$ cat config.mk
export PLATFORM = sky130hd
export DESIGN_NAME = game_controller
export DESIGN_NICKNAME = d
export VERILOG_FILES = /design/src/rtl/pong_pkg.sv /design/src/rtl/game_controller_bcd2_sat_counter.sv /design/src/rtl/game_controller.sv
export SDC_FILE = /design/constraint.sdc
export NUM_CORES = 1
export LEC_CHECK = 0
export CORE_UTILIZATION = 30
export DETAILED_ROUTE_END_ITERATION = 7
export HOLD_SLACK_MARGIN = 0.06
export SETUP_SLACK_MARGIN = 0.05
export SLEW_MARGIN = 30
export SYNTH_ARGS = -nofsm -noshare
export SYNTH_HDL_FRONTEND = slang
export SYNTH_SLANG_ARGS = --single-unit
$ cat constraint.sdc
create_clock -name clk -period 2 [get_ports clk]
set_input_delay 0.4 -clock clk [delete_from_list [all_inputs] [get_ports clk]]
set_output_delay 0.4 -clock clk [all_outputs]
set_load 0.05 [all_outputs]
$ cat src/rtl/pong_pkg.sv
// rtl/pong_pkg.sv - shared pong constants and game state encoding
// Purpose: state encoding used by game_controller and the playfield
// geometry shared by the ball movement and graphics blocks.
package pong_pkg;

    localparam logic [1:0] ST_IDLE  = 2'b00;
    localparam logic [1:0] ST_PLAY  = 2'b01;
    localparam logic [1:0] ST_PAUSE = 2'b10;
    localparam logic [1:0] ST_OVER  = 2'b11;

    typedef enum logic [1:0] {
        GS_IDLE  = ST_IDLE,
        GS_PLAY  = ST_PLAY,
        GS_PAUSE = ST_PAUSE,
        GS_OVER  = ST_OVER
    } game_state_t;

    localparam int BALL_SIZE     = 8;
    localparam int PADDLE_LENGTH = 64;
    localparam int SCREEN_WIDTH  = 640;
    localparam int SCREEN_HEIGHT = 480;

endpackage

$ cat src/rtl/game_controller_bcd2_sat_counter.sv
// rtl/game_controller_bcd2_sat_counter.sv - two-digit BCD counter saturating at 99
// Ports:
//   clk    in   clock
//   reset  in   asynchronous active-high reset, clears count
//   clr    in   synchronous clear (wins over inc)
//   inc    in   add one; ignored once count is 8'h99
//   count  out  [7:4] tens, [3:0] units, always valid BCD
module bcd2_sat_counter (
    input  logic       clk,
    input  logic       reset,
    input  logic       clr,
    input  logic       inc,
    output logic [7:0] count
);

    always_ff @(posedge clk or posedge reset) begin
        if (reset) begin
            count <= 8'h00;
        end else if (clr) begin
            count <= 8'h00;
        end else if (inc && (count != 8'h99)) begin
            // 99 is excluded above, so tens never needs to wrap here
            if (count[3:0] == 4'd9) begin
                count <= {count[7:4] + 4'd1, 4'd0};
            end else begin
                count <= {count[7:4], count[3:0] + 4'd1};
            end
        end
    end

endmodule

$ cat src/rtl/game_controller.sv
// rtl/game_controller.sv - pong rally score, lives and serve/pause/over sequencing
// Ports:
//   clk, reset         pixel clock; asynchronous active-high reset
//   endofframe         raw VGA end-of-display flag, synchronised here
//   collided, missed   level flags from ball movement
//   serve_btn          raw serve push button
//   hit_bcd            rally hits, two BCD digits
//   lives              remaining lives
//   state              00 IDLE, 01 PLAY, 10 PAUSE, 11 OVER
//   ball_hold          ball frozen at serve position
//   ball_reset         one-clock re-centre pulse
//   game_over          high while in OVER
module game_controller
    import pong_pkg::*;
#(
    parameter int START_LIVES  = 3,
    parameter int PAUSE_FRAMES = 60
) (
    input  logic       clk,
    input  logic       reset,
    input  logic       endofframe,
    input  logic       collided,
    input  logic       missed,
    input  logic       serve_btn,
    output logic [7:0] hit_bcd,
    output logic [1:0] lives,
    output logic [1:0] state,
    output logic       ball_hold,
    output logic       ball_reset,
    output logic       game_over
);

    localparam logic [1:0] LIVES_INIT = 2'(START_LIVES);
    localparam logic [7:0] PAUSE_LAST = 8'(PAUSE_FRAMES - 1);

    // Two-flop synchronisers plus one edge register each
    logic [2:0] eof_sync;
    logic [2:0] srv_sync;
    logic       frame_tick;
    logic       serve_press;

    always_ff @(posedge clk or posedge reset) begin
        if (reset) begin
            eof_sync <= 3'b000;
            srv_sync <= 3'b000;
        end else begin
            eof_sync <= {eof_sync[1:0], endofframe};
            srv_sync <= {srv_sync[1:0], serve_btn};
        end
    end

    assign frame_tick  = eof_sync[1] & ~eof_sync[2];
    assign serve_press = srv_sync[1] & ~srv_sync[2];

    // Collision flags only count on the frame where they first appear
    logic prev_col;
    logic prev_mis;
    logic new_col;
    logic new_mis;

    assign new_col = collided & ~prev_col;
    assign new_mis = missed & ~prev_mis;

    game_state_t state_q, state_d;
    logic [1:0]  lives_q, lives_d;
    logic [7:0]  pause_cnt_q, pause_cnt_d;
    logic        ball_reset_d;
    logic        hit_inc;
    logic        hit_clr;

    always_ff @(posedge clk or posedge reset) begin
        if (reset) begin
            state_q     <= GS_IDLE;
            lives_q     <= LIVES_INIT;
            pause_cnt_q <= 8'd0;
            prev_col    <= 1'b0;
            prev_mis    <= 1'b0;
            ball_reset  <= 1'b0;
            ball_hold   <= 1'b1;
            game_over   <= 1'b0;
        end else begin
            state_q     <= state_d;
            lives_q     <= lives_d;
            pause_cnt_q <= pause_cnt_d;
            ball_reset  <= ball_reset_d;
            ball_hold   <= (state_d != GS_PLAY);
            game_over   <= (state_d == GS_OVER);
            if (frame_tick) begin
                prev_col <= collided;
                prev_mis <= missed;
            end
        end
    end

    always_comb begin
        state_d      = state_q;
        lives_d      = lives_q;
        pause_cnt_d  = pause_cnt_q;
        ball_reset_d = 1'b0;
        hit_inc      = 1'b0;
        hit_clr      = 1'b0;
        case (state_q)
            GS_IDLE: begin
                if (serve_press) begin
                    state_d      = GS_PLAY;
                    ball_reset_d = 1'b1;
                end
            end
            GS_PLAY: begin
                if (frame_tick) begin
                    if (new_mis) begin
                        if (lives_q > 2'd1) begin
                            lives_d      = lives_q - 2'd1;
                            ball_reset_d = 1'b1;
                            pause_cnt_d  = 8'd0;
                            state_d      = GS_PAUSE;
                        end else begin
                            lives_d = 2'd0;
                            state_d = GS_OVER;
                        end
                    end else if (new_col) begin
                        hit_inc = 1'b1;
                    end
                end
            end
            GS_PAUSE: begin
                if (frame_tick) begin
                    if (pause_cnt_q == PAUSE_LAST) begin
                        state_d = GS_PLAY;
                    end else begin
                        pause_cnt_d = pause_cnt_q + 8'd1;
                    end
                end
            end
            GS_OVER: begin
                if (serve_press) begin
                    hit_clr = 1'b1;
                    lives_d = LIVES_INIT;
                    state_d = GS_IDLE;
                end
            end
            default: state_d = GS_IDLE;
        endcase
    end

    bcd2_sat_counter u_hits (
        .clk   (clk),
        .reset (reset),
        .clr   (hit_clr),
        .inc   (hit_inc),
        .count (hit_bcd)
    );

    assign lives = lives_q;
    assign state = state_q;

endmodule

## After elaboration in Yosys (flattened, before gate mapping)

Cells that the tools add are included.

| operators by class | value |
|---|---|
| equal/unequal tests | 14 |
| multiplexer cells | 32 |
| reduce and logical (&&, ||, !) cells | 9 |
| magnitude comparators | 1 |
| bitwise gates (word level) | 8 |
| add/sub/neg operators | 4 |

Operators by type and width:

| cell | count |
|---|---|
| 8-bit 2-to-1 mux | 8 |
| 2-bit 2-to-1 mux | 10 |
| 8-bit one-hot mux with 2 select lines | 1 |
| 2-bit inequality test (second input constant) | 6 |
| 1-bit 2-to-1 mux | 10 |
| 4-bit by 1-bit adder with 4-bit output (second input constant) | 2 |
| 8-bit by 1-bit adder with 8-bit output (second input constant) | 1 |
| 8-bit by 6-bit == test with 1-bit output (second input constant) | 1 |
| 8-bit inequality test (second input constant) | 1 |
| 2-bit one-hot mux with 4 select lines | 1 |
| 2-bit nonzero test | 4 |
| 2-bit == test (second input constant) | 3 |
| 6-bit AND reduction | 1 |
| 1-bit bitwise AND | 4 |
| 4-bit == test (second input constant) | 1 |
| 1-bit NOT | 4 |
| 2-bit one-hot mux with 2 select lines | 1 |
| 4-bit AND reduction | 1 |
| 2-bit by 1-bit == test with 1-bit output (second input constant) | 1 |
| 2-bit by 1-bit > comparator with 1-bit output (second input constant) | 1 |
| 2-bit logical NOT | 1 |
| 2-bit by 1-bit inequality test with 1-bit output (second input constant) | 1 |
| 1-bit one-hot mux with 2 select lines | 1 |
| 2-bit AND reduction | 1 |
| other kinds (2) | 2 |

| word-level totals | value |
|---|---|
| flip-flop bits (word level) | 31 |
| word-level logic and storage cells | 80 |
| bits of input ports | 6 |

## Longest topological paths before layout

| depth | value |
|---|---|
| word-level depth | 9 |
| depth in mapped cells | 7 |

## By module

From an unflattened synthesis, not the netlist that was laid out.

| second synthesis, totals | value |
|---|---|
| cell total of the unflattened synthesis | 139 |
| area, all modules | 1,508.9 µm² |

By module, submodules not included:

| module | cells each | instances | area each (µm²) |
|---|---|---|---|
| game_controller | 87 | 1 | 1,007.2 |
| bcd2_sat_counter | 52 | 1 | 501.7 |

## Worst setup path after synthesis

OpenSTA, ideal clock, no wires.

| timing path | value |
|---|---|
| kind | flip-flop to flip-flop |
| start point | register u_hits.count[0] |
| end point | register u_hits.count[5] |
| arrival time | 1.805 ns |
| data required time | 1.906 ns |
| buffers on the path | 0 |
| stages on the path, launching flop included | 6 |
| period minus slack after synthesis | 1.899 ns |
| slack | 0.101 ns |
| cells stage by stage | dfrtp_1 > ha_1 > and3b_1 > nand4_1 > or2_2 > a211oi_1 |

| between the ends | value |
|---|---|
| longest elaborated chain between the ends | 4 |
| elaborated cells between the ends (all ways) | 6 |

Ends and longest elaborated chain:

| item | line | text |
|---|---|---|
| from (decl) | game_controller_bcd2_sat_counter.sv:13 | `output logic [7:0] count` |
| from (signal assigned) | game_controller_bcd2_sat_counter.sv:24 | `count <= {count[7:4] + 4'd1, 4'd0};` |
| from (signal assigned) | game_controller_bcd2_sat_counter.sv:26 | `count <= {count[7:4], count[3:0] + 4'd1};` |
| 8-bit inequality test | game_controller_bcd2_sat_counter.sv:21 | `end else if (inc && (count != 8'h99)) begin` |
| 1-bit logical AND | game_controller_bcd2_sat_counter.sv:21 |  |
| 2-bit nonzero test (no line) | - |  |
| 2-bit AND reduction (no line) * | - |  |

Mark *: on every way between the ends. The rest lies on a longest branch, timed or not.
A chain may end at the register's enable or synchronous reset.

## Worst setup path after layout

| timing path | value |
|---|---|
| start point | register u_hits.count[5] |
| end point | output port hit_bcd[5] |

RTL lines:

| item | line | text |
|---|---|---|
| to (decl) | game_controller.sv:25 | `output logic [7:0] hit_bcd,` |

No word-level cell between the ends.

==> results.yml <==
status:
  status: "complete, no violations"
timing:
  layout_setup_ws_ns: 0.0951
  finClkSkew_ns: 0.00534
  period_share: 0.952
  clock.fmax_ghz: 0.525
  maxSlewViolCount: 0
  worst_pin_slew_ns: 0.688
  hold_viol: 0
  fin_crit_ns: 1.90
  final-setup-viol-count: 0
  max_slew_margin: 0.535
  hold_slack_ns: 0.346
  rsz0062_at_grt: "false"
routing:
  vias_per_cell: 4.65
  drc: 0
  ant_nets: 0
  vias: 1088
  wl_um: 2860
  post_drt_wl_per_cell_um: 12.2
  dr.pass1.iters: 4
  initialDrtViolationCount: 46
layout:
  drive_above_1_share: 0.162
  nets: 177
  area_growth_pct: 24.3
  diodes: 0
  nFillCells: 481
job:
  maxCapViolations: 0
grt:
  grt_first_pass_wirelength_um: 4790
  grt_antenna_before_repair: 0
  grt_use_total: 0.122
  grt_max_degree: 32
  grt_pass1_vias: 1104
  grt_remaining_overflow: 0
pwr:
  p_int_uw: 1200
  p_sw_frac: 0.351
  switchingPower_uw: 650
  pwr-share-comb: 0.259
  p_total_uw: 1850
  power.density_mw_per_mm2: 996
  sequentialPowerShare: 0.492
  ir_worst_vdd_v: 0.000386
  p_leak_uw: 0.000828
  p_clk_frac: 0.250
critical_path:
  crit_type: "register to output pin"
  reg2reg_depth: 6
  crit_family: "buffers and inverters"
  cp_slowest_stage_delay_ns: 0.82
  critPathCaptureType: "output pin"
  rrSetupSlack_ns: 0.22
  path_cells: "clkdlybuf4s50_1"
  critPathLaunch: "u_hits.count[5]$_DFFE_PP0P_"
  worstReg2RegEnd: "u_hits.count[7]$_DFFE_PP0P_"
  path_depth: 1
  worst_setup_path_start_kind: "register"
  worst-path-max-fanout: 4
  required_ns: 1.60
  cp.buffers_inverters: 1
  cp_slowest_cell: "clkdlybuf4s50_1"
  crit_end: "hit_bcd[5]"
  crit_arrival_ns: 1.50
  rr_startpoint: "u_hits.count[1]$_DFFE_PP0P_"
die:
  die_w_um: 72.6
  fp.coreArea_mm2: 0.00475
  initial_core_util: 0.314
  die_y_um: 72.6
  die_area_mm2: 0.00527
  ios: 21
  rows: 25
logic_synthesis:
  synth_flop_cell: "dfrtp_1"
  yosys_warnings: 0
  synthesis.area_mm2: 0.00150
  synth_cells: 139
  ys_top_cells_by_area: "dfrtp_1 47%, dfstp_2 5.3%, ha_1 4.2%, o21ai_0 3.3%, nand3_1 2.7%"
  synth_edf_count: 0
  ys_ff_latch: 31
  synth_cell_types: 41
  synth_area_leader_cell: "dfrtp_1"
  syn_avg_cell_area_um2: 10.8
  syn_nets: 150
  synth-seq-area-share: 0.521
  synth_async_sr_flop_share: 1.00
  yosysTopAreaCellShare: 0.469
clock_tree:
  insertion_delay_ns: 0.28
  cts_root_buffer: "clkbuf_8"
  cts_tree: "yes"
  clock_path_buffers: 2
  cts-buffers-inserted: 5
  cts.clk_slew.worst_paths_ns: 0.06
  cts_sinks: 31
  ctsHoldBuffers: 0
  cts.htree.levels: 2
min_path:
  hold_class: "register to register"
  whs_path_depth: 0
place:
  hpwl_um: 2130
  port_buffers: 20
  gp_congestion: 0.840
  dp_slack_ns: -0.0305
[state kept, by name, summed over array words and instances, names as in the netlist]
register and cells:
prev_col 1, game_over 1, ball_hold 1, srv_sync 3, ball_reset 1, u_hits.count 8, eof_sync 3, pause_cnt_q 8
state 2, prev_mis 1, lives 2
[synth_stat cells, types with 3 or more instances]
| cell | number |
|---|---|
| a21oi_1 | 7 |
| dfrtp_1 | 28 |
| dfstp_2 | 3 |
| ha_1 | 5 |
| inv_1 | 9 |
| mux2_2 | 3 |
| nand2_1 | 8 |
| nand2b_1 | 3 |
| nand3_1 | 8 |
| nand4_1 | 3 |
| nor2_1 | 5 |
| nor2b_1 | 6 |
| o21ai_0 | 10 |
| or3_1 | 5 |
| xnor2_1 | 3 |
[stage by stage]
stage | utilization | cells | instance area [µm²] | setup TNS, ns
floorplan | - | 139 | 1500 | 0
global placement | 0.372 | 226 | 1770 | 0
detailed placement | 0.372 | 226 | 1770 | -0.0858
CTS | 0.389 | 234 | 1850 | 0
global route | 0.391 | 234 | 1860 | 0
finish | 0.391 | 234 | 1860 | 0
[worst min-delay path by stage]
stage                                  endpoint  slack, ns                   from
after CTS                 eof_sync[1]$_DFF_PP0_       0.35  eof_sync[0]$_DFF_PP0_
after global routing      eof_sync[1]$_DFF_PP0_       0.36  eof_sync[0]$_DFF_PP0_
after global placement    eof_sync[1]$_DFF_PP0_       0.33  eof_sync[0]$_DFF_PP0_
final                     eof_sync[1]$_DFF_PP0_       0.35  eof_sync[0]$_DFF_PP0_
after detailed placement  eof_sync[1]$_DFF_PP0_       0.33  eof_sync[0]$_DFF_PP0_
after floorplan           eof_sync[1]$_DFF_PP0_       0.33  eof_sync[0]$_DFF_PP0_
[power by group through the flow]
stage	sequential [µW]	combinational (µW)	clock [µW]
2_1_floorplan	1000	243	0
3_3_place_gp	912	475	0
3_5_place_dp	921	481	0
4_1_cts	909	485	474
5_1_grt	929	531	502
6_report	910	479	462
[layout by cell type (no fill, tap or decap), drive strengths merged, types with 2 or more instances in the layout]
cell            n
dfrtp          28
o21ai          11
clkdlybuf4s50  10
inv             9
buf             9
nand3           9
nand2           8
a21oi           7
clkbuf          7
nor2b           6
or3             5
nor2            5
ha              5
nand2b          3
nand4           3
xnor2           3
mux2            3
dfstp           3
dlymetal6s2s    3
and3b           2
and3            2
or4             2
o31ai           2
xor2            2
nor3            2
or2             2
[final cells by class]
type	instances	area (µm²)	share of cell area
clock buffer	7	76.3	0.0411
inverter	9	33.8	0.0182
tap	67	83.8	0.0451
clock inverter	1	5.00	0.00269
timing repair buffer	22	205	0.110
sequential	31	779	0.420
multi-input combinational	97	674	0.363
[timing repair]
item | 4_1_cts | 5_1_grt
gates resized for setup | 0 | 3
buffers inserted | 0 | 0
setup endpoints to repair | 0 | 3
[cells by family (layout without fill, tap and decap cells)]
logic type,count (synthesis),after routing,synth area share
adder cells (fa/ha/maj),5,5,0.0418
AND/OR/NAND/NOR,57,57,0.240
flip-flops,31,31,0.521
XOR/XNOR,5,5,0.0293
multiplexers,4,4,0.0293
AO/OA/AOI/OAI,26,26,0.110
buffers and inverters,11,39,0.0276
[layer usage]
| layer | vias to the layer above | track usage | routed length (µm) |
|---|---|---|---|
| li1 | 553 | - | - |
| met1 | 511 | 0.146 | 1350 |
| met2 | 17 | 0.198 | 1360 |
| met3 | 7 | 0.0387 | 90 |
| met4 | 0 | 0.0654 | 64 |
| met5 | - | 0 | 0 |
No activity file was read; power rests on OpenSTA's default activity.
